[config.mk]
export PLATFORM = sky130hd
export DESIGN_NAME = alert_scheduler
export DESIGN_NICKNAME = d
export VERILOG_FILES = /design/src/rtl/alert_scheduler.sv
export SDC_FILE = /design/constraint.sdc
export NUM_CORES = 1
export LEC_CHECK = 0
export CORE_MARGIN = 3
export CORE_UTILIZATION = 58
export CTS_CLUSTER_DIAMETER = 30
export DETAILED_ROUTE_END_ITERATION = 10
export PLACE_DENSITY = 0.91
export RECOVER_POWER = 100
export SETUP_SLACK_MARGIN = 0.15
export SKIP_CTS_REPAIR_TIMING = 1
export SYNTH_ARGS = -nofsm -noshare
export SYNTH_HDL_FRONTEND = slang
export SYNTH_SLANG_ARGS = --single-unit
[constraint.sdc]
create_clock -name clk -period 5.3 [get_ports clk]
set_input_delay 0.53 -clock clk [delete_from_list [all_inputs] [get_ports clk]]
set_output_delay 0.53 -clock clk [all_outputs]
set_load 0.02 [all_outputs]
[src/rtl/alert_scheduler.sv]
// alert_scheduler: shares one siren among five latched alarm sources.
// Fixed priority, fire preemption, ack/timeout/retry, quiet gap.
//
// Ports:
//   clk        system clock, rising edge
//   reset      synchronous, active-high
//   req[4:0]   alarm levels: fire, burglar, shatter, water, rain
//   ack        user acknowledge
//   siren      siren drive, high while announcing
//   alert_code 0 none, 1 rain .. 5 fire
//   busy       high whenever not idle
//   pending    latched events not yet served
//   overrun    sticky: event on an already-pending source
//   unacked    sticky: alert abandoned after all retries

module alert_scheduler #(
  parameter int ANN_CYCLES  = 8,
  parameter int HOLD_CYCLES = 64,
  parameter int GAP_CYCLES  = 4,
  parameter int MAX_RETRY   = 3,
  parameter int CNT_W       = 8
) (
  input  logic       clk,
  input  logic       reset,
  input  logic [4:0] req,
  input  logic       ack,
  output logic       siren,
  output logic [2:0] alert_code,
  output logic       busy,
  output logic [4:0] pending,
  output logic [4:0] overrun,
  output logic [4:0] unacked
);

  typedef enum logic [1:0] {
    S_IDLE,
    S_ANN,
    S_HOLD,
    S_GAP
  } state_t;

  localparam logic [CNT_W-1:0] ANN_END =
    CNT_W'(ANN_CYCLES - 1);
  localparam logic [CNT_W-1:0] HOLD_END =
    CNT_W'(HOLD_CYCLES - 1);
  localparam logic [CNT_W-1:0] GAP_END =
    CNT_W'(GAP_CYCLES - 1);
  localparam logic [CNT_W-1:0] RETRY_LIM =
    CNT_W'(MAX_RETRY);
  localparam logic [2:0] FIRE = 3'd4;

  state_t           state, state_n;
  logic [CNT_W-1:0] cnt, cnt_n;
  logic [CNT_W-1:0] retry, retry_n;
  logic [2:0]       cur, cur_n;
  logic [2:0]       gidx;
  logic [2:0]       code_n;
  logic [4:0]       req_q;
  logic [4:0]       rise;
  logic [4:0]       set_m, clr_m;
  logic [4:0]       pend_n, ovr_n, unack_n;

  assign rise = req & ~req_q;

  // highest set pending bit wins
  always_comb begin
    gidx = '0;
    for (int i = 0; i < 5; i++) begin
      if (pending[i]) gidx = 3'(i);
    end
  end

  always_comb begin
    state_n = state;
    cnt_n   = cnt + CNT_W'(1);
    retry_n = retry;
    cur_n   = cur;
    set_m   = '0;
    clr_m   = '0;
    unack_n = unacked;
    unique case (state)
      S_IDLE: begin
        cnt_n = '0;
        if (|pending) begin
          cur_n   = gidx;
          clr_m   = 5'b00001 << gidx;
          retry_n = '0;
          state_n = S_ANN;
        end
      end
      S_ANN, S_HOLD: begin
        if (ack) begin
          cnt_n   = '0;
          state_n = S_GAP;
        end else if (pending[4] && cur != FIRE) begin
          // park the interrupted source back in the queue
          set_m   = 5'b00001 << cur;
          clr_m   = 5'b10000;
          cur_n   = FIRE;
          retry_n = '0;
          cnt_n   = '0;
          state_n = S_ANN;
        end else if (state == S_ANN) begin
          if (cnt == ANN_END) begin
            cnt_n   = '0;
            state_n = S_HOLD;
          end
        end else if (cnt == HOLD_END) begin
          cnt_n = '0;
          if (retry < RETRY_LIM) begin
            retry_n = retry + CNT_W'(1);
            state_n = S_ANN;
          end else begin
            unack_n = unacked | (5'b00001 << cur);
            state_n = S_GAP;
          end
        end
      end
      S_GAP: begin
        if (cnt == GAP_END) begin
          cnt_n   = '0;
          state_n = S_IDLE;
        end
      end
      default: begin
        cnt_n   = '0;
        state_n = S_IDLE;
      end
    endcase
  end

  // a rise always wins over a same-cycle grant clear
  assign pend_n = (pending & ~clr_m) | set_m | rise;
  assign ovr_n  = overrun | (rise & pending & ~clr_m);

  always_comb begin
    code_n = '0;
    if (state_n == S_ANN || state_n == S_HOLD) begin
      code_n = cur_n + 3'd1;
    end
  end

  always_ff @(posedge clk) begin
    if (reset) begin
      state      <= S_IDLE;
      cnt        <= '0;
      retry      <= '0;
      cur        <= '0;
      req_q      <= '0;
      pending    <= '0;
      overrun    <= '0;
      unacked    <= '0;
      siren      <= 1'b0;
      alert_code <= '0;
      busy       <= 1'b0;
    end else begin
      state      <= state_n;
      cnt        <= cnt_n;
      retry      <= retry_n;
      cur        <= cur_n;
      req_q      <= req;
      pending    <= pend_n;
      overrun    <= ovr_n;
      unacked    <= unack_n;
      siren      <= (state_n == S_ANN);
      alert_code <= code_n;
      busy       <= (state_n != S_IDLE);
    end
  end

endmodule

# [Word-level counts from Yosys, hierarchy flattened]
# Index checks and enable logic that the tools add are counted.
[totals] wordCells=94 register_bits=46 input_bits=8 output_inout_bits=20
[classes] magnitude_cmp=1 n_reduce_logical=10 add_sub_neg=3 mux=38 n_bitwise=15 eq_ne=14 n_shift=2
[op_table] op="$mux 8" count=12
[op_table] op="$mux 5" count=6
[op_table] op="$pmux 8 s3" count=1
[op_table] op="$and 5x5->5" count=4
[op_table] op="$or 5x5->5" count=4
[op_table] op="$mux 3" count=6
[op_table] op="$add 8x1->8 const B" count=2
[op_table] op="$mux 2" count=8
[op_table] op="$pmux 8 s2" count=1
[op_table] op="$ne 3x3->1 const B" count=4
[op_table] op="$reduce_and 6->1" count=2
[op_table] op="$not 5->5" count=2
[op_table] op="$pmux 5 s2" count=1
[op_table] op="$shl 1x3->5 const A" count=2
[op_table] op="$eq 8x2->1 const B" count=1
[op_table] op="$eq 8x3->1 const B" count=1
[op_table] op="$eq 8x6->1 const B" count=1
[op_table] op="$lt 8x2->1 const B" count=1
[op_table] op="$eq 2x2->1 const B" count=3
[op_table] op="$pmux 2 s3" count=1
[op_table] op="$pmux 3 s2" count=1
[op_table] op="$not 1->1" count=5
[op_table] op="$reduce_or 5->1" count=1
[op_table] op="$eq 2x1->1 const B" count=2
[op_table] op="other kinds (8)" count=11

# [Depth between registers and ports, before layout]
[depth] depth_word=11 depth_mapped=10 mapped_depth_nobuf=9

# [Worst setup path after synthesis]
# OpenSTA, ideal clock, no wires.
[synth_timing] path_type="flip-flop to flip-flop" from="register state[1]" to="register alert_code[1]" arrival_time_ns=1.980 synth_period_minus_slack_ns=2.096 setup_slack_ns=3.204 setup_ns=0.116 path_stages_with_launch=10 required_ns=5.184 path_buffers=1 cell_sequence="dfxtp_1 inv_1 ha_1 clkbuf_1 inv_1 a21oi_4 and4_1 o21ai_0 ha_1 and3_1"
[synth_via] elab_chain_cells=9 word_cells_on_any_way=20 classes_between="1 x add/sub; 5 x eq/ne; 9 x mux; 1 x bitwise; 4 x reduce/logical"
[synth_rtl] item="start, declared" line_no="52" text="state_t state, state_n;"
[synth_rtl] item="start signal, assigned" line_no="157" text="state <= state_n;"
[synth_rtl] item="$eq 2x1->1 (tied with other cells)" line_no="81, 103"
[synth_rtl] item="$mux 2" line_no="103" text="end else if (state == S_ANN) begin"
[synth_rtl] item="$mux 2" line_no="95" text="end else if (pending[4] && cur != FIRE) begin"
[synth_rtl] item="$mux 2" line_no="92" text="if (ack) begin"
[synth_rtl] item="$pmux 2 s3" line_no="81" text="unique case (state)"
[synth_rtl] item="$eq 2x1->1 or $eq 2x2->1 (tied branches)" line_no="138" text="if (state_n == S_ANN || state_n == S_HOLD) begin"
[synth_rtl] item="$logic_or 1x1->1" line_no="138"
[synth_rtl] item="$not 1->1 (no line)"
[synth_rtl] item="$reduce_or 2->1 (no line)"
[synth_rtl] item="end signal, assigned" line_no="166" text="alert_code <= code_n;"
[synth_rtl] item="end, declared" line_no="28" text="output logic [2:0] alert_code,"
# Parallel ways exist; a longest one is shown, timed or not.
# A chain may end at the register's enable or synchronous reset.

# [Worst setup path after layout]
[layout_timing] from="register state[1]" to="register alert_code[2]"
# Same word-level chain as after synthesis.

==> results.json <==
{
  "final-seq-area_um2": 920.9,
  "start_util_pct": 62.52,
  "nets": 277,
  "die_w_um": 66.92,
  "synth_edf_count": 0,
  "ys_types": 54,
  "cp_slowest_cell": "ha_1",
  "top_layer_used": "met4",
  "vias": 1823,
  "min_period_ns": 2.532,
  "totalPowerFinal_mw": 1.151,
  "multiInputGateArea_um2": 1127,
  "crit_arrival_ns": 2.75,
  "vdd_ir_drop_max_mv": 0.2643,
  "worst_setup_path_end_kind": "flop",
  "met2RoutedLength_um": 1976,
  "yosys.area.top_type": "dfxtp_1",
  "ys_top_cells_by_area": "dfxtp_1, ha_1, nor2_1",
  "antenna_found_initial": 0,
  "firstDrtPassIters": 4,
  "synth_area_um2": 2152,
  "io_pins": 28,
  "crit_path_start_kind": "flop",
  "core_area_um2": 3442,
  "status": "complete, no violations",
  "wl_met3_um": 217,
  "tightest_slew_ns": 0.8716,
  "synth_common_cells": "dfxtp_1, nor2_1, nand2_1",
  "ant_nets": 0,
  "drive_above_1_share_pct": 4.981,
  "antenna_cells": 0,
  "leakagePower_nw": 1.017,
  "port_buffers": 27,
  "utilization_pct": 73.28,
  "fmax_mhz": 394.9,
  "setup_tns_ns": 0,
  "drc": 0,
  "clock-root-buffer": "clkbuf_8",
  "powerDensity_nw_per_um2": 456.5,
  "gp_congestion": 0.8616,
  "grt_pass1_vias": 1586,
  "fin_hold_ws_ns": 0.4646,
  "dp_hpwl_um": 3147,
  "rsz0062_at_grt": "false",
  "maxSlewViolCount": 0,
  "vias_per_cell": 5.938,
  "dr.first_iter.drc_count": 115,
  "die_h_um": 66.92,
  "min_period_over_period_pct": 47.78,
  "syn_inst": 236,
  "setup_violations": 0,
  "path_max_fanout": 8,
  "area_growth_pct": 17.21,
  "path_cells": "inv_1, ha_1, inv_1, a21oi_1, and4_1, o21ai_0, ha_1, nand2_1, a21oi_1",
  "hold_violations": 0,
  "htreeDepth": 2,
  "drv_cap": 0,
  "grt_pass1_wl_um": 7307,
  "synth_area_per_cell_um2": 9.119,
  "rows": 21,
  "syn-num-nets": 253,
  "wl_um": 4320,
  "grt.overflow.total": 0,
  "fin_skew_ns": 0.009399,
  "place_inst": 299,
  "cts_sinks": 46,
  "hp-class": "reg -> reg",
  "yosys.area.top_type_share_pct": 42.79,
  "crit_type": "reg -> reg",
  "clock_latency_ns": 0.29,
  "cts_tree": "built",
  "place_area_um2": 2440,
  "numCtsBuffers": 5,
  "cp_data_required_time_ns": 5.52,
  "yosysMostFrequentCell": "dfxtp_1",
  "track_usage_pct": 21.29,
  "final_cell_area_um2": 2522,
  "die_area_um2": 4478,
  "wl_per_cell_um": 14.07,
  "max_stage_delay_ns": 0.44,
  "fillers": 270,
  "met1_length_um": 2051,
  "grt_max_degree": 27,
  "ys_warn_count": 0,
  "cts_buffer_depth": 2,
  "instances_no_fill": 307,
  "setup_ws_ns": 2.768,
  "cts.clk_slew.worst_paths_ns": 0.08,
  "synthFlopType": "dfxtp_1",
  "relSlewSlack_pct": 41.70,
  "pre_cts_slack_ns": 2.834,
  "seq_area_frac_synth_pct": 42.79,
  "synth_seq_cells": 46,
  "async_flop_share_pct": 0
}
==> path summary, 6_finish.rpt <==
check                                      startpoint                       end  slack, ns  cells past startpoint
worst max-delay path              state[1]$_SDFF_PP0_  alert_code[2]$_SDFF_PP0_       2.77                      9
worst min-delay path            overrun[3]$_SDFF_PP0_     overrun[3]$_SDFF_PP0_       0.46                      2
worst max register to register    state[1]$_SDFF_PP0_  alert_code[2]$_SDFF_PP0_       2.77                      9
worst min register to register  overrun[3]$_SDFF_PP0_     overrun[3]$_SDFF_PP0_       0.46                      2
==> area by class of cell <==
class	instances	share of cell area, %
multi-input combinational	170	44.69
tap	46	2.282
timing repair buffer	27	10.71
inverter	10	1.488
sequential	46	36.51
clock buffer	5	2.728
clock inverter	3	1.587
==> per-layer routing <==
metal  global-route usage [%]  up-vias
met2                    33.17       58
met5                        0        -
met4                    4.810        0
met3                    6.408        9
met1                    28.85      849
li1                         -      907
==> cell families (layout without fill, tap and decap cells) <==
kind of cell	Yosys count	in the layout	share of synthesized area [%]
AO/OA/AOI/OAI	56	56	20.06
XOR/XNOR	6	6	2.442
adder cells (fa/ha/maj)	9	9	5.233
buffers and inverters	20	45	3.604
flip-flops	46	46	42.79
multiplexers	2	2	0.9303
AND/OR/NAND/NOR	97	97	24.94
==> report_power, final <==
part	total [mW]	switching (mW)	internal, mW	leakage (nW)
Clock	0.249	0.110	0.139	0.0579
Combinational	0.479	0.290	0.189	0.583
Sequential	0.423	0.0374	0.386	0.375
==> worst max-delay path, delay by kind of cell (launching register included) <==
kind	cells	cell delay, ns
buf+inv	2	0.24
compound gates	3	0.67
simple gates	2	0.35
fa+ha+maj	2	0.78
flops	1	0.42
==> layout by cell type, fill, tap and decap left out, types with 3 or more instances in the layout <==
cell type and n:
inv_1 10, nor2b_1 12, clkbuf_8 5, xnor2_1 3
o31ai_1 6, nand2b_1 3, ha_1 9, and2_0 3
a221oi_1 3, dfxtp_1 46, and2_1 4, nor3_1 10
a31oi_1 8, nor4_1 5, a21oi_1 13, nand3_1 4
nor3b_1 4, clkdlybuf4s50_1 6, nor2_1 20, xor2_1 3
nand2_1 17, dlygate4sd3_1 21
==> state kept, by name (all words and copies together), names as in the netlist <==
signal,count
state,2
cur,3
req_q,5
retry,8
alert_code,3
siren,1
busy,1
cnt,8
pending,5
unacked,5
overrun,5
Power figures use the tool's default switching activity.
==> variant 1, RTL diff (config.mk and constraints unchanged) <==
`pending` no longer has a reset.
--- a/src/rtl/alert_scheduler.sv
+++ b/src/rtl/alert_scheduler.sv
@@ -149,3 +149,2 @@
       req_q      <= '0;
-      pending    <= '0;
       overrun    <= '0;
@@ -161,3 +160,2 @@
       req_q      <= req;
-      pending    <= pend_n;
       overrun    <= ovr_n;
@@ -170,2 +168,6 @@
 
+  always_ff @(posedge clk) begin
+    pending <= pend_n;
+  end
+
 endmodule
Formal check against the unedited RTL: not equivalent (Yosys sat finds a counterexample within 4 cycles, from zero or initial values and one cycle with reset high).
==> variant 1 against the unedited design <==
Worst setup slack worse by 0.75 ns. Area after synthesis increased by 4.7%. Final area increased by 2.0%. Sequential cell count stayed put. Maximum frequency fell by 23%. Routed wire length increased by 9.1%. Non-clock buffer count stayed put. Critical path type unchanged. Highest routed layer unchanged.
Power is not compared: it rests on default switching activity, and its combinational part moved more than twofold at a synthesized area within 25%.
==> variant 1: results (changes against the unedited design) <==
Synth
  • Top post-synthesis cells by area: dfxtp_1, ha_1, nor2_1 (unchanged)
  • Syn Nets: 257 (was 253)
  • Commonest cells post-synth: dfxtp_1, nor2_1, inv_1, nand2_1, nor3_1 (was dfxtp_1, nor2_1, nand2_1, nor2b_1, a21oi_1)
  • Synth unique cells: 60 (was 54)
  • Synth Area in XOR/XNOR: 0.0233 (was 0.0244)
  • Compound-cell area share of the yosys netlist: 0.208 (was 0.201)
  • Adder-Cell Fraction of Synth Area: 0.0500 (was 0.0523)
  • Mapped Avg Cell Area: 9.38 um^2 (was 9.12 um^2)
  • Mux cell area share after synthesis: 0.00889 (was 0.00930)
  • Seq/Total Area, Yosys: 0.409 (was 0.428)

Cells and area
  • Ratio of cells with drive above 1 in the final layout: 0.0909 (was 0.0498)
  • FILL cells: 302 (was 270)

Setup path
  • Critical-path maximum fanout: 11 (was 8)
  • CP max stage delay: 0.73 ns (was 0.44 ns)
  • R2r setup slk: 2.01 ns (was 2.77 ns)

Hold path
  • Hold path start: req_q[4] (was overrun[3])
  • Sink of the worst hold path: pending[4] (was overrun[3])

Route
  • Drt wl/cell: 15.1 um (was 14.1 um)
  • Metal-1 WL: 2.15 mm (was 2.05 mm)
  • Routed via count: 1866 (was 1823)
  • Met2 WL: 2.28 mm (was 1.98 mm)
  • Routed wire length: 4.71 mm (was 4.32 mm)
  • Initial DRC Count: 102 (was 115)

STA
  • Hold slack: 0.459 ns (was 0.465 ns)
  • Relative slew slack: 0.386 (was 0.417)
  • Fmax: 304 MHz (was 395 MHz)

Global route
  • GR Util met1: 0.295 (was 0.289)
  • First-pass GRT wire length: 7.83 mm (was 7.31 mm)
  • All-Layer GR Usage: 0.225 (was 0.213)
  • Largest net degree at the start of global routing: 26 (was 27)
  • Met2 Track Usage GR: 0.337 (was 0.332)

Place
  • DP Worst Slack: 2.63 ns (was 2.83 ns)
  • Placed Cells: 304 (was 299)
  • Gpl congestion: 0.894 (was 0.862)
  • Dpl hpwl: 3.30 mm (was 3.15 mm)

Outcome
  • Status: completed (unchanged)
## variant 1: changes by cell type after synthesis, moves of 5 or more
cell / before / now
nand2_1: 17 / 11
o21ai_0: 2 / 7
a31oi_1: 8 / 2
nor2_1: 20 / 25
## variant 1: worst reg2reg max path, delay by kind of cell (launching register included)
kind	cells	cell delay, ns
buffers and inverters	1	0.15
AND/OR/NAND/NOR	2	0.93
flip-flops	1	0.44
AO/OA/AOI/OAI	2	1.11
adder cells (fa/ha/maj)	1	0.55
## variant 1: area by class of cell
cell class	instances	area [um^2]	area share
Tap cell	48	60.1	0.0233
Clock buffer	7	86.3	0.0336
Sequential cell	46	921	0.358
Inverter	12	45.0	0.0175
Timing Repair Buffer	27	270	0.105
Multi-Input combinational cell	171	1180	0.461
Clock inverter	1	5.00	0.00195
## variant 1: power by group
group | switching (mW) | internal (mW)
clock network | 0.116 | 0.105
logic | 0.113 | 0.0799
registers | 0.0292 | 0.370
==> variant 2, RTL diff (same settings) <==
Made on the original files. `CNT_W`: 8 -> 6.
--- a/src/rtl/alert_scheduler.sv
+++ b/src/rtl/alert_scheduler.sv
@@ -20,3 +20,3 @@
   parameter int MAX_RETRY   = 3,
-  parameter int CNT_W       = 8
+  parameter int CNT_W       = 6
 ) (
Function: same outputs for any inputs over 10 cycles, from zero or initial values and one cycle with reset high; that may be too few to reach the edited logic, so the function may still have changed.
==> variant 2 against the unedited design <==
Synthesized cell count is 8.5% lower. Area after synthesis is 7.7% lower. Routed wire length is 10% lower. Total power is 32% lower. Sequential cell count is 4 lower. Final area is 8.3% lower. Worst setup slack worse by 0.0079 ns.
==> variant 2: results (changes against the unedited design) <==
Setup path
  • R2r setup slk: 2.76 ns (was 2.77 ns)
  • CP max stage delay: 0.54 ns (was 0.44 ns)
  • Critical-path maximum fanout: 4 (was 8)
  • Worst Reg-to-Reg Cells: 8 (was 9)
  • Setup crit end: alert_code[0] (was alert_code[2])
  • Reg2Reg Launch Point: cnt[0] (was state[1])
  • Family with the most delay on the worst path: compound AO/OA/AOI/OAI gates (was adder cells)
  • Slowest CP cell: a211oi_1 (was ha_1)

Global route
  • First-pass GRT wire length: 6.53 mm (was 7.31 mm)
  • Met2 Track Usage GR: 0.323 (was 0.332)
  • All-Layer GR Usage: 0.200 (was 0.213)
  • Met3 usage: 0.0485 (was 0.0641)
  • GR Util met1: 0.248 (was 0.289)
  • Largest net degree at the start of global routing: 36 (was 27)

Place
  • Gpl congestion: 0.936 (was 0.862)
  • Placed Cells: 282 (was 299)
  • DP Worst Slack: 2.85 ns (was 2.83 ns)
  • Dpl hpwl: 2.92 mm (was 3.15 mm)
  • Area after DPL: 2270 um^2 (was 2440 um^2)

Synth
  • Top post-synthesis cells by area: dfxtp_1, ha_1, nor2b_1 (was dfxtp_1, ha_1, nor2_1)
  • Synth Flop Type: dfxtp_1 (unchanged)
  • Synth unique cells: 53 (was 54)
  • Syn Nets: 233 (was 253)
  • Async S/R FF share, synth: 0 (unchanged)
  • Seq/Total Area, Yosys: 0.423 (was 0.428)
  • Commonest cells post-synth: dfxtp_1, nor2_1, nor2b_1, inv_1 (was dfxtp_1, nor2_1, nand2_1, nor2b_1, a21oi_1)
  • Mapped Avg Cell Area: 9.20 um^2 (was 9.12 um^2)

Route
  • Drt wl/cell: 13.4 um (was 14.1 um)
  • Routed wire length: 3.88 mm (was 4.32 mm)
  • Initial DRC Count: 64 (was 115)
  • Met2 WL: 1.74 mm (was 1.98 mm)
  • Metal-1 WL: 1.83 mm (was 2.05 mm)
  • Met3 wire len: 235 um (was 217 um)
  • Routed via count: 1592 (was 1823)

Clock tree
  • Buffer levels on the longest clock path: 2 (unchanged)
  • Clock slew at reported path FFs: 0.13 ns (was 0.08 ns)
  • Latest clock arrival within the worst-skew pair: 0.36 ns (was 0.29 ns)
  • Root buffer cell: clkbuf_4 (was clkbuf_8)

STA
  • Final critical-path required period: 2.54 ns (was 2.53 ns)
  • Relative slew slack: 0.0272 (was 0.417)
  • Max Clock Skew: 0.00904 ns (was 0.00940 ns)

Cells and area
  • Ratio of cells with drive above 1 in the final layout: 0.0894 (was 0.0498)
  • Biggest registers after layout: cnt (6), retry (6) (was cnt (8), retry (8))
  • Final net count: 262 (was 277)

Pwr
  • Clk power: 162 uW (was 249 uW)
  • Switching Share: 0.355 (was 0.380)
  • Leak: 0.910 nW (was 1.02 nW)
  • Cell Pwr Density: 339 nW/um^2 (was 456 nW/um^2)
  • Comb power: 252 uW (was 479 uW)
  • Max VDD drop: 0.248 mV (was 0.264 mV)

Outcome
  • Status: completed (unchanged)

Hold path
  • Worst hold path class: register to register (unchanged)
-- variant 2: worst min path at each step --
stage | to | cells past startpoint | slack [ns] | from
after floorplan | cnt[0] | 1 | 0.43 | cnt[0]
after global placement | cnt[0] | 1 | 0.44 | cnt[0]
after detailed placement | cnt[0] | 1 | 0.45 | cnt[0]
after CTS | cnt[0] | 1 | 0.48 | cnt[0]
after global routing | cnt[0] | 1 | 0.49 | cnt[0]
final | unacked[0] | 2 | 0.47 | unacked[0]
-- variant 2: cells by family after synthesis --
family / Yosys count / share of synthesized area
buffers and inverters: 20 / 0.0535
xor gates and xnor gates: 4 / 0.0176
DFF: 42 / 0.423
and+or+nand+nor: 92 / 0.266
muxes: 1 / 0.00504
AOI/OAI and AO/OA: 48 / 0.178
adders and majority gates: 9 / 0.0567
-- variant 2: cell type report --
type                       count  area (um^2)
clock buffer                   5         37.5
fill                         261          841
sequential                    42          841
timing repair buffer          28          274
tap                           44         55.1
multi-input combinational    154         1030
clock inverter                 3         25.0
inverter                      14         52.6
